<file path="src/rtl/vector_ave_multi_if.sv">
// Sample/result bus for vector_ave_multi: packed multi-lane samples in,
// per-frame averages out. The design takes the slave view.
interface vector_ave_multi_if #(
  parameter int LANES = 4,
  parameter int DW    = 16,
  parameter int FW    = 16
);
  logic                    op_din_en;
  logic                    op_din_eop;
  logic [LANES*DW-1:0]     op_din;
  logic signed [FW-1:0]    fraction;
  logic [LANES*DW-1:0]     op_dout;
  logic                    op_dout_vld;
  logic [15:0]             frame_cnt;

  modport master (
    output op_din_en, op_din_eop, op_din, fraction,
    input  op_dout, op_dout_vld, frame_cnt
  );

  modport slave (
    input  op_din_en, op_din_eop, op_din, fraction,
    output op_dout, op_dout_vld, frame_cnt
  );
endinterface

</file>
<file path="src/rtl/vector_ave_multi.sv">
// Multi-lane frame averager: per-lane sum of (sample * fraction), scaled by >>>Q.
// Define VECTOR_AVE_SAT_EN to clamp results to DW bits instead of wrapping.
module vector_ave_multi #(
  parameter int LANES = 4,
  parameter int DW    = 16,
  parameter int FW    = 16,
  parameter int Q     = 8,
  parameter int GUARD = 8,
  parameter int RELU  = 0
) (
  input  logic               clk,
  input  logic               rst,
  vector_ave_multi_if.slave  bus
);

  localparam int PW   = DW + FW;
  localparam int ACCW = PW + GUARD;

  function automatic logic signed [PW-1:0] lane_mult(
    input logic signed [DW-1:0] a,
    input logic signed [FW-1:0] f
  );
    logic signed [PW-1:0] ax;
    logic signed [PW-1:0] fx;
    ax = {{FW{a[DW-1]}}, a};
    fx = {{DW{f[FW-1]}}, f};
    return ax * fx;
  endfunction

`ifdef VECTOR_AVE_SAT_EN
  localparam logic signed [ACCW-1:0] SAT_MAX = {{(ACCW-DW+1){1'b0}}, {(DW-1){1'b1}}};
  localparam logic signed [ACCW-1:0] SAT_MIN = {{(ACCW-DW+1){1'b1}}, {(DW-1){1'b0}}};

  function automatic logic signed [DW-1:0] scale_reduce(input logic signed [ACCW-1:0] a);
    logic signed [ACCW-1:0] s;
    s = a >>> Q;
    if (s > SAT_MAX)      return SAT_MAX[DW-1:0];
    else if (s < SAT_MIN) return SAT_MIN[DW-1:0];
    else                  return s[DW-1:0];
  endfunction
`else
  // Without saturation the shift-then-truncate is just a bit slice (wraps).
  function automatic logic signed [DW-1:0] scale_reduce(input logic signed [ACCW-1:0] a);
    return a[Q+DW-1:Q];
  endfunction
`endif

  function automatic logic signed [DW-1:0] relu_clamp(input logic signed [DW-1:0] v);
    if ((RELU != 0) && v[DW-1]) return '0;
    else                        return v;
  endfunction

  // ---- stage 1: lane products with beat/eop tags ----
  logic                  vld_p1;
  logic                  eop_p1;
  logic signed [PW-1:0]  prod_p1 [LANES];

  always_ff @(posedge clk or posedge rst) begin
    if (rst) begin
      vld_p1 <= 1'b0;
      eop_p1 <= 1'b0;
    end else begin
      vld_p1 <= bus.op_din_en;
      eop_p1 <= bus.op_din_en & bus.op_din_eop;
    end
  end

  always_ff @(posedge clk) begin
    if (bus.op_din_en) begin
      for (int i = 0; i < LANES; i++)
        prod_p1[i] <= lane_mult(bus.op_din[i*DW +: DW], bus.fraction);
    end
  end

  // ---- stage 2: per-lane accumulation, restarted by the first flag ----
  logic                    first_p2;
  logic                    done_p2;
  logic signed [ACCW-1:0]  acc_p2 [LANES];

  always_ff @(posedge clk or posedge rst) begin
    if (rst) begin
      first_p2 <= 1'b1;
      done_p2  <= 1'b0;
      for (int i = 0; i < LANES; i++)
        acc_p2[i] <= '0;
    end else begin
      done_p2 <= vld_p1 & eop_p1;
      if (vld_p1) begin
        first_p2 <= eop_p1;
        for (int i = 0; i < LANES; i++)
          acc_p2[i] <= (first_p2 ? '0 : acc_p2[i]) + {{GUARD{prod_p1[i][PW-1]}}, prod_p1[i]};
      end
    end
  end

  // ---- stage 3: scale, reduce and publish the finished frame ----
  // acc_p2 is read before any new-frame beat overwrites it on the same edge.
  always_ff @(posedge clk or posedge rst) begin
    if (rst) begin
      bus.op_dout     <= '0;
      bus.op_dout_vld <= 1'b0;
      bus.frame_cnt   <= '0;
    end else begin
      bus.op_dout_vld <= done_p2;
      if (done_p2) begin
        for (int i = 0; i < LANES; i++)
          bus.op_dout[i*DW +: DW] <= relu_clamp(scale_reduce(acc_p2[i]));
        bus.frame_cnt <= bus.frame_cnt + 16'd1;
      end
    end
  end

endmodule

</file>
<file path="src/flat_wrapper.sv">
// flat-port wrapper written by rule: the top's interface ports become plain ports
module vector_ave_multi_flat 
#(
  parameter int LANES = 4,
  parameter int DW    = 16,
  parameter int FW    = 16,
  parameter int Q     = 8,
  parameter int GUARD = 8,
  parameter int RELU  = 0
)
  (clk, rst, bus_op_din_en, bus_op_din_eop, bus_op_din, bus_fraction, bus_op_dout, bus_op_dout_vld, bus_frame_cnt);
  vector_ave_multi_if #(.LANES(LANES), .DW(DW), .FW(FW)) bus_i ();
  input  logic clk;
  input  logic rst;
  input wire logic [$bits(bus_i.op_din_en)-1:0] bus_op_din_en;
  input wire logic [$bits(bus_i.op_din_eop)-1:0] bus_op_din_eop;
  input wire logic [$bits(bus_i.op_din)-1:0] bus_op_din;
  input wire logic [$bits(bus_i.fraction)-1:0] bus_fraction;
  output wire logic [$bits(bus_i.op_dout)-1:0] bus_op_dout;
  output wire logic [$bits(bus_i.op_dout_vld)-1:0] bus_op_dout_vld;
  output wire logic [$bits(bus_i.frame_cnt)-1:0] bus_frame_cnt;
  assign bus_i.op_din_en = bus_op_din_en;
  assign bus_i.op_din_eop = bus_op_din_eop;
  assign bus_i.op_din = bus_op_din;
  assign bus_i.fraction = bus_fraction;
  assign bus_op_dout = bus_i.op_dout;
  assign bus_op_dout_vld = bus_i.op_dout_vld;
  assign bus_frame_cnt = bus_i.frame_cnt;
  vector_ave_multi #(.LANES(LANES), .DW(DW), .FW(FW), .Q(Q), .GUARD(GUARD), .RELU(RELU)) u_core (.clk(clk), .rst(rst), .bus(bus_i));
endmodule
</file>
<file path="config.mk">
export PLATFORM = sky130hd
export DESIGN_NAME = vector_ave_multi_flat
export DESIGN_NICKNAME = d
export VERILOG_FILES = /design/src/rtl/vector_ave_multi_if.sv /design/src/rtl/vector_ave_multi.sv /design/src/flat_wrapper.sv
export SDC_FILE = /design/constraint.sdc
export NUM_CORES = 2
export LEC_CHECK = 0
export CAP_MARGIN = 20
export CORE_MARGIN = 10
export CORE_UTILIZATION = 40
export CTS_BUF_LIST = sky130_fd_sc_hd__clkbuf_4
export DETAILED_ROUTE_END_ITERATION = 12
export GPL_TIMING_DRIVEN = 0
export PLACE_DENSITY = 0.64
export SYNTH_ARGS = -nofsm -noshare
export SYNTH_HDL_FRONTEND = slang
export SYNTH_SLANG_ARGS = --single-unit
</file>
<file path="constraint.sdc">
create_clock -name clk -period 6.7 [get_ports clk]
set_input_delay 1.34 -clock clk [delete_from_list [all_inputs] [get_ports clk]]
set_output_delay 1.34 -clock clk [all_outputs]
set_load 0.01 [all_outputs]
</file>
Yosys cells after proc, flatten, opt, wreduce, memory -nomap -nowiden
Memories as Yosys holds them, arrays and structs flattened.
Index checks and enable logic that the tools add are counted.
Widths: inputs -> output; s select.
{"block": "totals", "ramBits": 128, "input_bits": 84, "reg_bits": 245, "out_inout_bits": 81, "word_cells": 29, "n_memories": 1}
{"block": "op_classes", "bitwise_logic": 2, "n_addsub": 5, "n_mul": 4, "muxes": 6}
{"name": "u_core.prod_p1", "words": 4, "width": 32, "read_ports": 4, "rd_ports_with_merged_regs": 0, "wr": 4, "line": "vector_ave_multi.sv:56", "text": "logic signed [PW-1:0] prod_p1 [LANES];"}
{"cell": "$add 40x40->40", "count": 4}
{"cell": "$mux 40", "count": 4}
{"cell": "$mul 16x16->32", "count": 4}
{"cell": "$add 16x1->16 const B", "count": 1}
{"cell": "$and 1x1->1", "count": 2}
{"cell": "$mux 1", "count": 2}

Logic depth before layout (Yosys ltp)
{"block": "depth", "word_depth": 2, "mapped_depth": 24, "depth_no_buf": 22}

Least setup slack after synthesis
Ideal clock, no wire load.
{"block": "synth_timing", "path_kind": "input -> register", "from": "in bus_fraction[3]", "to": "mem u_core.prod_p1[0][23] in the netlist's numbering (data pin)", "slack_ns": -0.540, "cell_stages": 22, "path_buffers": 2, "required_time_ns": 6.440, "t_arrival_ns": 6.980, "setup_ns": 0.260, "path_cell_list": "clkbuf_1 clkbuf_1 nand2_1 fa_1 fa_1 fa_1 fa_1 inv_1 fa_1 inv_1 fa_1 inv_1 ha_1 a21o_1 a21o_1 a21oi_1 o311ai_0 nand2_1 o21ai_1 o41ai_1 o21ai_1 xnor2_1"}
{"element": "from (decl)", "line": "flat_wrapper.sv:18", "text": "input wire logic [$bits(bus_i.fraction)-1:0] bus_fraction;"}
{"element": "to (decl)", "line": "vector_ave_multi.sv:56"}

==> run metrics <==
Area growth syn-to-layout=12.3%; Hold Crit Class=flip-flop to flip-flop; min Tclk post-route=6.64 ns; CTS max path bufs=3; CTS buffer count=71; critical path endpoint category=flip-flop; most used cell along the critical path=fa_1; reg2reg setup slack=1.75 ns; Multi-input gate area=33500 µm²; Final Cycle Share=99.1%; root buffer cell=clkbuf_4; largest net degree at the start of global routing=119; DR pass1 iterations=5; Cell Chain, Critical Path=clkbuf_4 -> clkbuf_4 -> nand2_1 -> fa_1 -> inv_1 -> fa_1 -> ha_1 -> fa_1 -> inv_1 -> fa_1 -> fa_1 -> inv_1 -> ha_1 -> o21a_1 -> o21ai_2 -> o311ai_2 -> nand2_1 -> o21ai_2 -> o41ai_4 -> o21ai_2 -> xnor2_4; simple-gate portion of the synthesized area=15.3%; total congestion overflow=0; post-synthesis xor/xnor area fraction=4.43%; clock sinks=277; Worst Path Max Fanout=10; delay-heaviest family, CP=adder cells; post-synth top area share=33.4%; fraction of registers with async set/reset=65.3%; via count=33300; Synth Warn #=0; via/cell ratio=5.07; H-tree depth=3; filler cell count=10800; syn_nets=5998; sequential share of the synthesized area=16.5%; DRT Wirelength=132 mm; Slowest-stage cell, CP=fa_1; mux contribution to synthesized area=3.04%; CTS tree=done; CTS hold repair buffers=0; met2 GRT Util=34.1%; PortBufs=146; Crit Path Class=input port to flip-flop; Critical Path End=u_core.prod_p1[0][23]; final std cells w/o fill=6566; share of cells above drive strength 1=10.2%; Tightest Pin Transition=1.09 ns; die width=356 µm; most common cell after layout, fill and taps aside=inv_1; cell area after synthesis=45100 µm²; startpoint class of the critical path=input port; Die ar.=126000 µm²; maxcap violations=0; R2R Path Start=u_core.first_p2; row cnt=123; Distinct cells, synth=79; Final Hold Vio Count=0; compound-cell area share of the yosys netlist=6.44%; post-synth top area cell=fa_1; initial antenna violation count=30; GR Layer Usage met3=4.39%; CP Depth=21; CP bufs+invs=5; CP Launch Point=bus_fraction[3]; Register Area=7410 µm²; Setup-failing EPs final=0; clk_skew=0.0596 ns; gpl congestion=0.939; Most used DFF post-synth=dfrtp_1; main combinational cell family by area after synthesis=adder cells; met1 Track Usage GR=28.0%; Core Area=112000 µm²; Slew HR=27.5%; Die H=356 µm; DR WL/cell=20.1 µm; Fmax=0.151 GHz; Max Slew Vio Count=0; IO Pins=165; first-pass GRT wire length=206 mm; Worst Path Required=7.29 ns; EDFF count, synth=96; vias in the first global route=34900; Mapped Cells=4777; gr usage total=21.1%; syn avg cell area=9.43 µm²; Post-DP HPWL=108 mm; worst skew pair latency=0.81 ns; Cell Count Post-Placement=6428; DRC Markers=0; top cells by area, synth=fa_1, ha_1, dfrtp_1; status=finished, final reports clean; Initial Util=40.2%; Critical Path AT=7.23 ns; clock-pin slew on the worst setup and hold paths=0.07 ns; initial DRC count=2147; final hold slack=0.369 ns; FF+latch count, synth=277; fin nets=6224; reg2reg end=u_core.acc_p2[143]; Post-DRT Antenna Nets=0; RSZ-0062 raised after global routing=true; largest stage delay on the critical path=0.56 ns; Synth Area in Adders=44.1%; most frequent cells in the layout=inv_1, fa_1, nand2_1; grt peak-use layer=met2; Reg2Reg Depth=14
[flip-flops by register name, summed over array words and instances, names as in the netlist]
signal	count
u_core.bus.op_dout_vld	1
u_core.vld_p1	1
u_core.bus.frame_cnt	16
u_core.acc_p2	96
u_core.bus.op_dout	64
u_core.done_p2	1
u_core.first_p2	1
u_core.prod_p1	96
u_core.eop_p1	1
[synth_stat cells, types with 14 or more instances]
| cell type | instances |
|---|---|
| edfxtp_1 | 96 |
| a21oi_1 | 109 |
| clkbuf_1 | 189 |
| o21bai_1 | 20 |
| xor2_1 | 48 |
| o31ai_1 | 20 |
| nor3_1 | 32 |
| o21ai_0 | 47 |
| nor2_1 | 118 |
| nand2b_1 | 36 |
| nand3_1 | 34 |
| fa_1 | 752 |
| and2_1 | 445 |
| dfrtp_1 | 180 |
| ha_1 | 385 |
| nor2b_1 | 109 |
| a211oi_1 | 24 |
| o21a_1 | 20 |
| xnor2_1 | 180 |
| a21o_1 | 46 |
| inv_1 | 1029 |
| mux2_2 | 119 |
| o21ai_1 | 14 |
| nand2_1 | 530 |
[worst min-delay path by stage]
stage                              start                      to  slack [ns]  cells past startpoint
after global placement    u_core.done_p2  u_core.bus.op_dout_vld        0.36                      0
after CTS                 u_core.done_p2  u_core.bus.op_dout_vld        0.37                      0
after detailed placement  u_core.done_p2  u_core.bus.op_dout_vld        0.36                      0
after global routing      u_core.done_p2  u_core.bus.op_dout_vld        0.37                      0
after floorplan           u_core.done_p2  u_core.bus.op_dout_vld        0.35                      0
final                     u_core.done_p2  u_core.bus.op_dout_vld        0.37                      0
[per-stage QoR]
step                      setup slack [ns]  area [µm²]  util [%]  setup TNS (ns)
final                               0.0615       50600      45.1               0
after global routing               -0.0330       50600      45.1         -0.0543
after CTS                          0.00192       50300      44.9               0
after detailed placement             -2.63       48700      43.4          -93.47
after global placement               -2.64       48600      43.3         -558.68
after floorplan                    -0.0322       45300         -         -0.0322
[routing by layer]
layer  vias to the layer above  share of wire [%]
met2                      1128                 46
li1                      15100                  -
met5                         -              0.039
met3                       204                8.0
met4                         8                3.7
met1                     16800                 42
[area by class of cell]
type	count	area share [%]
repair buffers	158	3.04
flip-flops and latches	277	14.6
clock inverters	27	0.499
plain buffers	194	2.77
well taps	1500	3.71
clock buffers	100	1.48
multi-input cells	3272	66.2
diodes	9	0.0445
inverters	1029	7.64
[timing repair]
| item | CTS | global route |
|---|---|---|
| buffers inserted | 4 | 3 |
| endpoints found under the hold margin | 0 | 0 |
| gates resized for setup | 276 | 249 |
| pin swaps | 10 | 11 |
| setup endpoints to repair | 49 | 26 |
[logic make-up after synthesis]
logic type	Yosys count
flops	277
mux	122
fa+ha+maj	1137
compound gates	416
simple gates	1369
buf+inv	1228
xor+xnor	228
Power is not shown: default switching activity piles up to over one toggle a cycle in this logic, so the estimate is an artifact.
